===== config.mk =====
export PLATFORM = sky130hd
export DESIGN_NAME = decode_block
export DESIGN_NICKNAME = d
export VERILOG_FILES = /design/src/rtl/riscv_pkg.sv /design/src/rtl/decode_regfile.sv /design/src/rtl/decode_block.sv
export SDC_FILE = /design/constraint.sdc
export NUM_CORES = 2
export LEC_CHECK = 0
export CORE_MARGIN = 5
export CORE_UTILIZATION = 57
export DETAILED_ROUTE_END_ITERATION = 10
export MAX_ROUTING_LAYER = met4
export PLACE_DENSITY_LB_ADDON = 0.2
export SLEW_MARGIN = 25
export SYNTH_ARGS = -nofsm -noshare
export SYNTH_HDL_FRONTEND = slang
export SYNTH_SLANG_ARGS = --single-unit

===== constraint.sdc =====
create_clock -name clk -period 2.8 [get_ports clk]
set_clock_uncertainty 0.15 [all_clocks]
set_input_delay 0.56 -clock clk [delete_from_list [all_inputs] [get_ports clk]]
set_output_delay 0.56 -clock clk [all_outputs]
set_load 0.03 [all_outputs]

===== src/rtl/riscv_pkg.sv =====
// ----------------------------------------------------------------------------
// riscv_pkg : RV32I opcodes, immediate formats and decode-pipe record
// Rev 1.0
// ----------------------------------------------------------------------------
`default_nettype none

package riscv_pkg;

  localparam int RV_XLEN = 32;
  localparam int RV_PC_W = 6;

  localparam logic [6:0] OPC_LUI    = 7'b0110111;
  localparam logic [6:0] OPC_AUIPC  = 7'b0010111;
  localparam logic [6:0] OPC_JAL    = 7'b1101111;
  localparam logic [6:0] OPC_JALR   = 7'b1100111;
  localparam logic [6:0] OPC_BRANCH = 7'b1100011;
  localparam logic [6:0] OPC_LOAD   = 7'b0000011;
  localparam logic [6:0] OPC_STORE  = 7'b0100011;
  localparam logic [6:0] OPC_OP_IMM = 7'b0010011;
  localparam logic [6:0] OPC_OP     = 7'b0110011;

  typedef enum logic [2:0] {
    IMM_I, IMM_S, IMM_B, IMM_U, IMM_J, IMM_NONE
  } imm_fmt_e;

  typedef struct packed {
    logic                 valid;
    logic [RV_PC_W-1:0]   pc;
    logic [6:0]           opcode;
    logic [4:0]           rd;
    logic [4:0]           rs1;
    logic [4:0]           rs2;
    logic [2:0]           funct3;
    logic [6:0]           funct7;
    logic [RV_XLEN-1:0]   imm;
    logic [RV_XLEN-1:0]   rs1_data;
    logic [RV_XLEN-1:0]   rs2_data;
    logic                 illegal;
  } decode_pipe_t;

  function automatic logic is_legal(input logic [6:0] opc);
    case (opc)
      OPC_LUI, OPC_AUIPC, OPC_JAL, OPC_JALR, OPC_BRANCH,
      OPC_LOAD, OPC_STORE, OPC_OP_IMM, OPC_OP: is_legal = 1'b1;
      default:                                  is_legal = 1'b0;
    endcase
  endfunction

  function automatic logic uses_rs1(input logic [6:0] opc);
    case (opc)
      OPC_JALR, OPC_BRANCH, OPC_LOAD,
      OPC_STORE, OPC_OP_IMM, OPC_OP: uses_rs1 = 1'b1;
      default:                       uses_rs1 = 1'b0;
    endcase
  endfunction

  function automatic logic uses_rs2(input logic [6:0] opc);
    case (opc)
      OPC_BRANCH, OPC_STORE, OPC_OP: uses_rs2 = 1'b1;
      default:                       uses_rs2 = 1'b0;
    endcase
  endfunction

  function automatic imm_fmt_e imm_fmt(input logic [6:0] opc);
    case (opc)
      OPC_JALR, OPC_LOAD, OPC_OP_IMM: imm_fmt = IMM_I;
      OPC_STORE:                      imm_fmt = IMM_S;
      OPC_BRANCH:                     imm_fmt = IMM_B;
      OPC_LUI, OPC_AUIPC:             imm_fmt = IMM_U;
      OPC_JAL:                        imm_fmt = IMM_J;
      default:                        imm_fmt = IMM_NONE;
    endcase
  endfunction

  function automatic logic [RV_XLEN-1:0] gen_imm(input logic [31:0] inst,
                                                 input imm_fmt_e    fmt);
    case (fmt)
      IMM_I:   gen_imm = {{20{inst[31]}}, inst[31:20]};
      IMM_S:   gen_imm = {{20{inst[31]}}, inst[31:25], inst[11:7]};
      IMM_B:   gen_imm = {{19{inst[31]}}, inst[31], inst[7], inst[30:25],
                          inst[11:8], 1'b0};
      IMM_U:   gen_imm = {inst[31:12], 12'b0};
      IMM_J:   gen_imm = {{11{inst[31]}}, inst[31], inst[19:12], inst[20],
                          inst[30:21], 1'b0};
      default: gen_imm = '0;
    endcase
  endfunction

endpackage

`default_nettype wire


===== src/rtl/decode_regfile.sv =====
// ----------------------------------------------------------------------------
// decode_regfile : NREGS x XLEN register file, 2 async reads / 1 write, x0 = 0
// Optional macro DECODE_WB_BYPASS_EN: same-cycle write-through on reads.
// Rev 1.0
// ----------------------------------------------------------------------------
`default_nettype none

module decode_regfile #(
  parameter int XLEN  = 32,
  parameter int NREGS = 32
) (
  input  logic            clk,
  input  logic            rst_n,
  input  logic [4:0]      rs1_idx_i,
  input  logic [4:0]      rs2_idx_i,
  output logic [XLEN-1:0] rs1_data_o,
  output logic [XLEN-1:0] rs2_data_o,
  input  logic            wb_en_i,
  input  logic [4:0]      wb_rd_i,
  input  logic [XLEN-1:0] wb_data_i
);

  logic [XLEN-1:0] regs_q [NREGS];
  logic            wr_en;

  assign wr_en = wb_en_i && (wb_rd_i != 5'd0);

  always_ff @(posedge clk or negedge rst_n) begin
    if (!rst_n) begin
      for (int i = 0; i < NREGS; i++) begin
        regs_q[i] <= '0;
      end
    end else if (wr_en) begin
      regs_q[wb_rd_i] <= wb_data_i;
    end
  end

  function automatic logic [XLEN-1:0] read_port(input logic [4:0] idx);
    if (idx == 5'd0) begin
      read_port = '0;
`ifdef DECODE_WB_BYPASS_EN
    end else if (wr_en && (wb_rd_i == idx)) begin
      read_port = wb_data_i;
`endif
    end else begin
      read_port = regs_q[idx];
    end
  endfunction

  assign rs1_data_o = read_port(rs1_idx_i);
  assign rs2_data_o = read_port(rs2_idx_i);

endmodule

`default_nettype wire


===== src/rtl/decode_block.sv =====
// ----------------------------------------------------------------------------
// decode_block : RV32I decode stage with regfile read and load-use bubble.
// Optional macro DECODE_WB_BYPASS_EN (applied inside decode_regfile). Rev 1.0
// ----------------------------------------------------------------------------
`default_nettype none

module decode_block
  import riscv_pkg::*;
#(
  parameter int XLEN  = RV_XLEN,
  parameter int PC_W  = RV_PC_W,
  parameter int NREGS = 32
) (
  input  logic            clk,
  input  logic            rst_n,
  input  logic [31:0]     fetch_pipe,
  input  logic [PC_W-1:0] fetch_pc,
  input  logic            fetch_valid,
  input  logic            stall_in,
  input  logic            flush_in,
  input  logic            wb_en,
  input  logic [4:0]      wb_rd,
  input  logic [XLEN-1:0] wb_data,
  output logic            stall_out,
  output logic            dec_valid,
  output logic [PC_W-1:0] dec_pc,
  output logic [6:0]      dec_opcode,
  output logic [4:0]      dec_rd,
  output logic [4:0]      dec_rs1,
  output logic [4:0]      dec_rs2,
  output logic [2:0]      dec_funct3,
  output logic [6:0]      dec_funct7,
  output logic [XLEN-1:0] dec_imm,
  output logic [XLEN-1:0] dec_rs1_data,
  output logic [XLEN-1:0] dec_rs2_data,
  output logic            dec_illegal
);

  decode_pipe_t    dec_q;
  decode_pipe_t    dec_d;
  decode_pipe_t    cap;
  logic [6:0]      opc;
  logic [XLEN-1:0] rf_rs1_data;
  logic [XLEN-1:0] rf_rs2_data;
  logic            hazard;

  assign opc = fetch_pipe[6:0];

  decode_regfile #(
    .XLEN  (XLEN),
    .NREGS (NREGS)
  ) u_regfile (
    .clk        (clk),
    .rst_n      (rst_n),
    .rs1_idx_i  (fetch_pipe[19:15]),
    .rs2_idx_i  (fetch_pipe[24:20]),
    .rs1_data_o (rf_rs1_data),
    .rs2_data_o (rf_rs2_data),
    .wb_en_i    (wb_en),
    .wb_rd_i    (wb_rd),
    .wb_data_i  (wb_data)
  );

  // A load sitting in the decode pipe cannot forward its data to the very
  // next instruction; hold that instruction in fetch for one bubble.
  assign hazard = dec_q.valid && (dec_q.opcode == OPC_LOAD) &&
                  (dec_q.rd != 5'd0) && fetch_valid &&
                  ((uses_rs1(opc) && (dec_q.rd == fetch_pipe[19:15])) ||
                   (uses_rs2(opc) && (dec_q.rd == fetch_pipe[24:20])));

  assign stall_out = stall_in || hazard;

  always_comb begin
    cap = '0;
    if (fetch_valid) begin
      cap.valid    = 1'b1;
      cap.pc       = fetch_pc;
      cap.opcode   = opc;
      cap.rd       = fetch_pipe[11:7];
      cap.rs1      = fetch_pipe[19:15];
      cap.rs2      = fetch_pipe[24:20];
      cap.funct3   = fetch_pipe[14:12];
      cap.funct7   = fetch_pipe[31:25];
      cap.imm      = gen_imm(fetch_pipe, imm_fmt(opc));
      cap.rs1_data = rf_rs1_data;
      cap.rs2_data = rf_rs2_data;
      cap.illegal  = !is_legal(opc);
    end
  end

  always_comb begin
    dec_d = dec_q;
    if (flush_in) begin
      dec_d = '0;
    end else if (stall_in) begin
      dec_d = dec_q;
    end else if (hazard) begin
      dec_d = '0;
    end else begin
      dec_d = cap;
    end
  end

  always_ff @(posedge clk or negedge rst_n) begin
    if (!rst_n) begin
      dec_q <= '0;
    end else begin
      dec_q <= dec_d;
    end
  end

  assign dec_valid    = dec_q.valid;
  assign dec_pc       = dec_q.pc;
  assign dec_opcode   = dec_q.opcode;
  assign dec_rd       = dec_q.rd;
  assign dec_rs1      = dec_q.rs1;
  assign dec_rs2      = dec_q.rs2;
  assign dec_funct3   = dec_q.funct3;
  assign dec_funct7   = dec_q.funct7;
  assign dec_imm      = dec_q.imm;
  assign dec_rs1_data = dec_q.rs1_data;
  assign dec_rs2_data = dec_q.rs2_data;
  assign dec_illegal  = dec_q.illegal;

endmodule

`default_nettype wire


After elaboration in Yosys (flattened, before gate mapping)
Cells that the tools add are included.
{"block": "word_totals", "in_bits": 81, "wordCells": 111, "output_inout_bits": 137, "regBits": 1160}
{"block": "op_classes", "eq_ne": 17, "reduce_logical": 21, "n_bitwise": 3, "mux": 22, "order_cmp": 4}
{"operator": "1024-bit bitwise mux", "n": 1}
{"operator": "136-bit 2-to-1 mux", "n": 4}
{"operator": "32-bit binary-select mux with 5-bit select", "n": 2}
{"operator": "32-bit 2-to-1 mux", "n": 7}
{"operator": "32-bit demux with 5-bit select", "n": 1}
{"operator": "32-bit one-hot mux with 5 select lines", "n": 1}
{"operator": "7-bit by 6-bit == test with 1-bit output, second input constant", "n": 3}
{"operator": "7-bit == test, second input constant", "n": 3}
{"operator": "6-bit >= comparator, second input constant", "n": 3}
{"operator": "5-bit inverter with 6-bit output", "n": 3}
{"operator": "3-bit one-hot mux with 5 select lines", "n": 1}
{"operator": "7-bit by 2-bit == test with 1-bit output, second input constant", "n": 2}
{"operator": "7-bit by 5-bit == test with 1-bit output, second input constant", "n": 2}
{"operator": "5-bit == test", "n": 2}
{"operator": "5-bit logical NOT", "n": 2}
{"operator": "5-bit nonzero test", "n": 2}
{"operator": "9-bit OR reduction", "n": 1}
{"operator": "1-bit logical AND", "n": 8}
{"operator": "3-bit by 2-bit == test with 1-bit output, second input constant", "n": 2}
{"operator": "6-bit by 1-bit < comparator with 1-bit output, second input constant", "n": 1}
{"operator": "3-bit OR reduction", "n": 2}
{"operator": "6-bit OR reduction", "n": 1}
{"operator": "1-bit 2-to-1 mux", "n": 4}
{"operator": "3-bit by 1-bit == test with 1-bit output, second input constant", "n": 1}
{"operator": "7 further kinds", "n": 8}

Logic depth before layout (Yosys ltp)
{"block": "logic_depth", "depth_word": 10, "mapped_depth": 10, "mapped_depth_nobuf": 5}

Hierarchy
Synthesis repeated with hierarchy kept, for this count alone.
{"block": "hier_totals", "hier_cells": 4083, "area_unflattened_um2": 59943.7}
{"module": "decode_regfile", "seq_area_each_um2": 25624.6, "n_inst": 1, "cells_per_inst": 3635, "area_per_inst_um2": 54319.6}
{"module": "decode_block", "seq_area_each_um2": 3403.3, "n_inst": 1, "cells_per_inst": 448, "area_per_inst_um2": 5624.1}

Least setup slack after synthesis
OpenSTA, ideal clock, no wires.
{"block": "synth_path", "kind": "input to output", "from": "in fetch_pipe[22]", "to": "out stall_out", "path_buffers": 2, "path_slack_ps": 7, "path_stages": 7, "t_arrival_ps": 2083, "t_required_ps": 2090, "cell_sequence": "buf_2 > xor2_1 > nor4b_1 > o2111ai_1 > a2111oi_2 > buf_2 > or2_2"}
{"block": "synth_via", "elab_chain_cells": 5}
{"element": "from (decl)", "line_no": "decode_block.sv:16", "source": "input logic [31:0] fetch_pipe,"}
{"element": "5-bit == test", "line_no": "decode_block.sv:69", "source": "(uses_rs2(opc) && (dec_q.rd == fetch_pipe[24:20])));"}
{"element": "1-bit logical AND", "line_no": "decode_block.sv:69"}
{"element": "1-bit logical OR", "line_no": "decode_block.sv:68", "source": "((uses_rs1(opc) && (dec_q.rd == fetch_pipe[19:15])) ||"}
{"element": "1-bit logical AND", "line_no": "decode_block.sv:67", "source": "(dec_q.rd != 5'd0) && fetch_valid &&"}
{"element": "1-bit logical OR", "line_no": "decode_block.sv:71", "source": "assign stall_out = stall_in || hazard;"}
{"element": "to (decl)", "line_no": "decode_block.sv:24", "source": "output logic stall_out,"}
No other way between the ends.

Final worst setup path
{"block": "layout_path", "from": "reg dec_q (netlist bit dec_rd[1])", "to": "out stall_out"}
{"block": "layout_via", "elab_chain_cells": 5, "elab_cells_between_ends": 10, "cone_classes": "eq/ne (2); reduce/logical (8)"}
{"element": "from (decl)", "line_no": "decode_block.sv:39", "source": "decode_pipe_t dec_q;"}
{"element": "from (signal assigned)", "line_no": "decode_block.sv:106", "source": "dec_q <= '0;"}
{"element": "from (signal assigned)", "line_no": "decode_block.sv:108", "source": "dec_q <= dec_d;"}
{"element": "5-bit == test, or another cell as far along", "line_no": "decode_block.sv:68"}
{"element": "1-bit logical AND, on equally long branches", "line_no": "decode_block.sv:68, decode_block.sv:66, decode_block.sv:69"}
{"element": "1-bit logical OR or 1-bit logical AND (tied branches)", "line_no": "decode_block.sv:68, decode_block.sv:67"}
{"element": "1-bit logical AND *", "line_no": "decode_block.sv:67"}
{"element": "1-bit logical OR *", "line_no": "decode_block.sv:71"}
Every way passes the cells marked *; elsewhere a longest branch is shown, timed or not.

==> results_dict.tcl <==
set metrics [dict create \
    status "finished, violations left" \
    failed_checks "negative setup slack" \
    max-slew-margin-rel_pct 49.5 \
    ys_warn_count 0 \
    cp_slowest_cell "dfrtp_2" \
    clock_sinks 1160 \
    hold-worst-slack_ns 0.222 \
    postRouteAntennaNets 0 \
    critPathMaxFanout 5 \
    die_h_um 336 \
    grt_pass1_wl_um 297000 \
    clk_pin_slew_ns 0.06 \
    place_congestion 0.906 \
    crit_top_cell "buf_4" \
    critPathMaxStageDelay_ns 0.44 \
    path_buf_inv 2 \
    setup_violations 1 \
    htreeDepth 4 \
    fmax_mhz 302 \
    avgSynthCellArea_sq_um 13.4 \
    rows 119 \
    synthCells 4497 \
    end_kind "primary output" \
    dpl_cell_area_sq_um 67000 \
    ys.flop_type "dfrtp_1" \
    num_io_pins 218 \
    crit_chain "xor2_1 > nor4_1 > buf_4 > nand4_1 > a2111oi_4 > or2_2 > buf_4" \
    wl_per_cell_um 32.0 \
    worst_pin_slew_ns 0.757 \
    port_buffers 217 \
    cts_made_buffers 131 \
    die-area_sq_um 113000 \
    fill_cells 7575 \
    required_ns 2.09 \
    clkLatencyLatePin_ns 0.75 \
    criticalPathCategory "reg2out" \
    synth-edff-count 0 \
    final_layout_size_suffix_gt1_share_pct 40.5 \
    yosysSeqAreaShare_pct 48.0 \
    multiInputGateArea_sq_um 29300 \
    dpl.hpwl_um 129000 \
    rsz0062_at_grt "yes" \
    grt_usage_pct 36.3 \
    final_nets 4827 \
    leakage_uw 0.0317 \
    rrSetupSlack_ns 0.17 \
    finalCritPeriodShare_pct 118 \
    coreArea_sq_um 105000 \
    drv_cap 0 \
    routed_wl_um 199000 \
    drc 0 \
    cts_root_buf "clkbuf_16" \
    synth_top_area_share_pct 48.0 \
    critPathLaunchType "flip-flop" \
    grt_max_degree 100 \
    areaGrowthSynthToFinish_pct 17.9 \
    drt-initial-drc-count 4842 \
    seq_power_share_pct 45.3 \
    grt_pass1_vias 44100 \
    synth_area_leaders "dfrtp_1, mux2_2, mux4_2" \
    clockBufferDepth 3 \
    synth_nets 4578 \
    start_util_pct 57.4 \
    peakVddDrop_mv 0.594 \
    fin_area_sq_um 71300 \
    synthDistinctLibCells 57 \
    antenna_found_initial 1 \
    vias 43500 \
    slew_violations 0 \
    power_frac_clock_pct 35.5 \
    synth_top_area_cell "dfrtp_1" \
    dp_slack_ns -0.257 \
    swShare_pct 27.8 \
    hold_path.class "in2reg" \
    p_switching_uw 13500 \
    timing.final.ws_setup_ns -0.510 \
    cts_tree "built" \
    grt_overflow 0 \
    min_period_ns 3.31 \
    die_x_um 336 \
    hold_viol 0 \
    p_comb_share_pct 19.3 \
    intPower_uw 34900 \
    yosys_register_bits 1160 \
    crit_family "simple AND/OR/NAND/NOR gates" \
    crit_arrival_ns 2.60 \
    power_density_nw_per_um2 678 \
    vias_per_cell 6.96 \
    drtPass1Iterations 6 \
    netlist_area_sq_um 60500 \
    async_flop_share_pct 100 \
    ff_latch_area_sq_um 29000 \
]
==> worst paths after layout <==
kind / from / to / depth (start not counted)
max: dec_rd[1] / stall_out / 7
min: fetch_pc[5] / dec_pc[5] / 3
max reg2reg: dec_rd[1] / dec_rs1_data[19] / 8
min reg2reg: u_regfile.regs_q[1006] / u_regfile.regs_q[1006] / 0
max in group asynchronous: rst_n / u_regfile.regs_q[9] / 3
min in group asynchronous: rst_n / u_regfile.regs_q[221] / 2
==> power by group through the flow <==
stage	sequential, uW	combinational [uW]	clock [uW]
floorplan	21400	6480	0
global placement	21800	8950	0
detailed placement	22000	9200	0
CTS	21800	9260	17300
global route	22200	9960	18000
finish	21900	9310	17200
==> synthesized netlist by cell type (6+ instances only) <==
master	n
buf_2	101
a22oi_1	57
and4_1	6
inv_1	34
nor2b_1	6
a211oi_1	9
o221ai_1	98
mux2_2	1039
o31ai_1	135
dfrtp_1	1160
nand3b_1	8
o22ai_1	9
buf_6	19
mux4_2	270
clkbuf_1	264
nand3_1	10
buf_1	55
nor2_1	27
mux2i_1	502
a22o_1	58
a221oi_1	76
xor2_1	10
o21ai_0	22
buf_4	45
nand2_1	285
a21oi_1	137
==> area by class of cell <==
class                      instances  share of cell area [%]
inverter                          38                   0.204
clock inverter                    32                   0.621
tap                             1391                    2.44
multi-input combinational       2814                    41.1
sequential                      1160                    40.7
clock buffer                     201                    5.43
antenna                            3                  0.0105
timing repair buffer             601                    9.50
==> logic make-up after synthesis <==
logic type             count (synthesis)  synth area share [%]
flip-flops                          1160                  48.0
XOR/XNOR                              10                 0.145
multiplexers                        1811                  37.7
buffers and inverters                523                  3.98
AO/OA/AOI/OAI                        615                  7.47
AND/OR/NAND/NOR                      378                  2.70
==> registers in the layout, indices dropped and copies added (netlist names) <==
signal,flops
dec_rd,5
dec_funct3,3
u_regfile.regs_q,1024
dec_rs2_data,32
dec_rs2,5
dec_rs1_data,32
dec_rs1,5
dec_valid,1
dec_imm,32
dec_funct7,7
dec_pc,6
dec_illegal,1
dec_opcode,7
==> metrics by stage <==
| step | total power [uW] | TNS (ns) | util [%] | cells |
|---|---|---|---|---|
| 4_1_cts | 48400 | -0.517 | 67.7 | 6237 |
| 6_report | 48400 | -0.510 | 67.7 | 6240 |
| 3_5_place_dp | 31200 | -23.80 | 63.6 | 6002 |
| 2_1_floorplan | 27900 | 0 | - | 4497 |
| 5_1_grt | 50200 | -0.627 | 67.7 | 6237 |
| 3_3_place_gp | 30800 | -28.13 | 63.6 | 6001 |
==> metal layers <==
metal / wire length, um / GRT usage, % / vias to the layer above / share of wire [%]
li1: - / - / 17500 / -
met1: 81500 / 50.2 / 23000 / 41
met2: 91200 / 53.4 / 2334 / 46
met3: 18000 / 7.83 / 561 / 9.0
met4: 8690 / 13.8 / 0 / 4.4
met5: 0 / - / - / 0
==> what timing repair did <==
action / 4_1_cts / 5_1_grt
hold buffers: 1 / 0
buffers inserted: 1 / 0
pin swaps: 0 / 1
endpoints found under the setup margin: 1 / 1
hold endpoints to repair: 51 / 0
gates resized for setup: 2 / 2
==> cell usage in the layout, fill, tap and decap left out, types with 6 or more instances in the layout <==
cell type / n
buf_12: 137
or3b_2: 6
a22o_1: 58
o31ai_1: 135
mux2i_1: 502
and4_1: 6
xor2_1: 10
a22oi_1: 57
clkbuf_8: 29
clkbuf_1: 39
clkbuf_16: 133
buf_4: 251
a211oi_1: 9
nand3b_1: 8
nor2_4: 22
nand2_1: 270
nand3_1: 10
a21oi_1: 137
o21ai_0: 22
a221oi_1: 76
o221ai_1: 98
mux4_2: 270
inv_1: 34
dfrtp_1: 1157
clkinv_8: 7
o22ai_1: 9
nand2_2: 15
clkinv_2: 14
clkdlybuf4s50_1: 205
mux2_2: 1039
==> tightest hold or removal path, cell delays in order <==
cell and delay [ns]:
clkdlybuf4s50_1 0.39, inv_1 0.05, o31ai_1 0.06
Note: power is estimated with default switching activity, not from simulation.
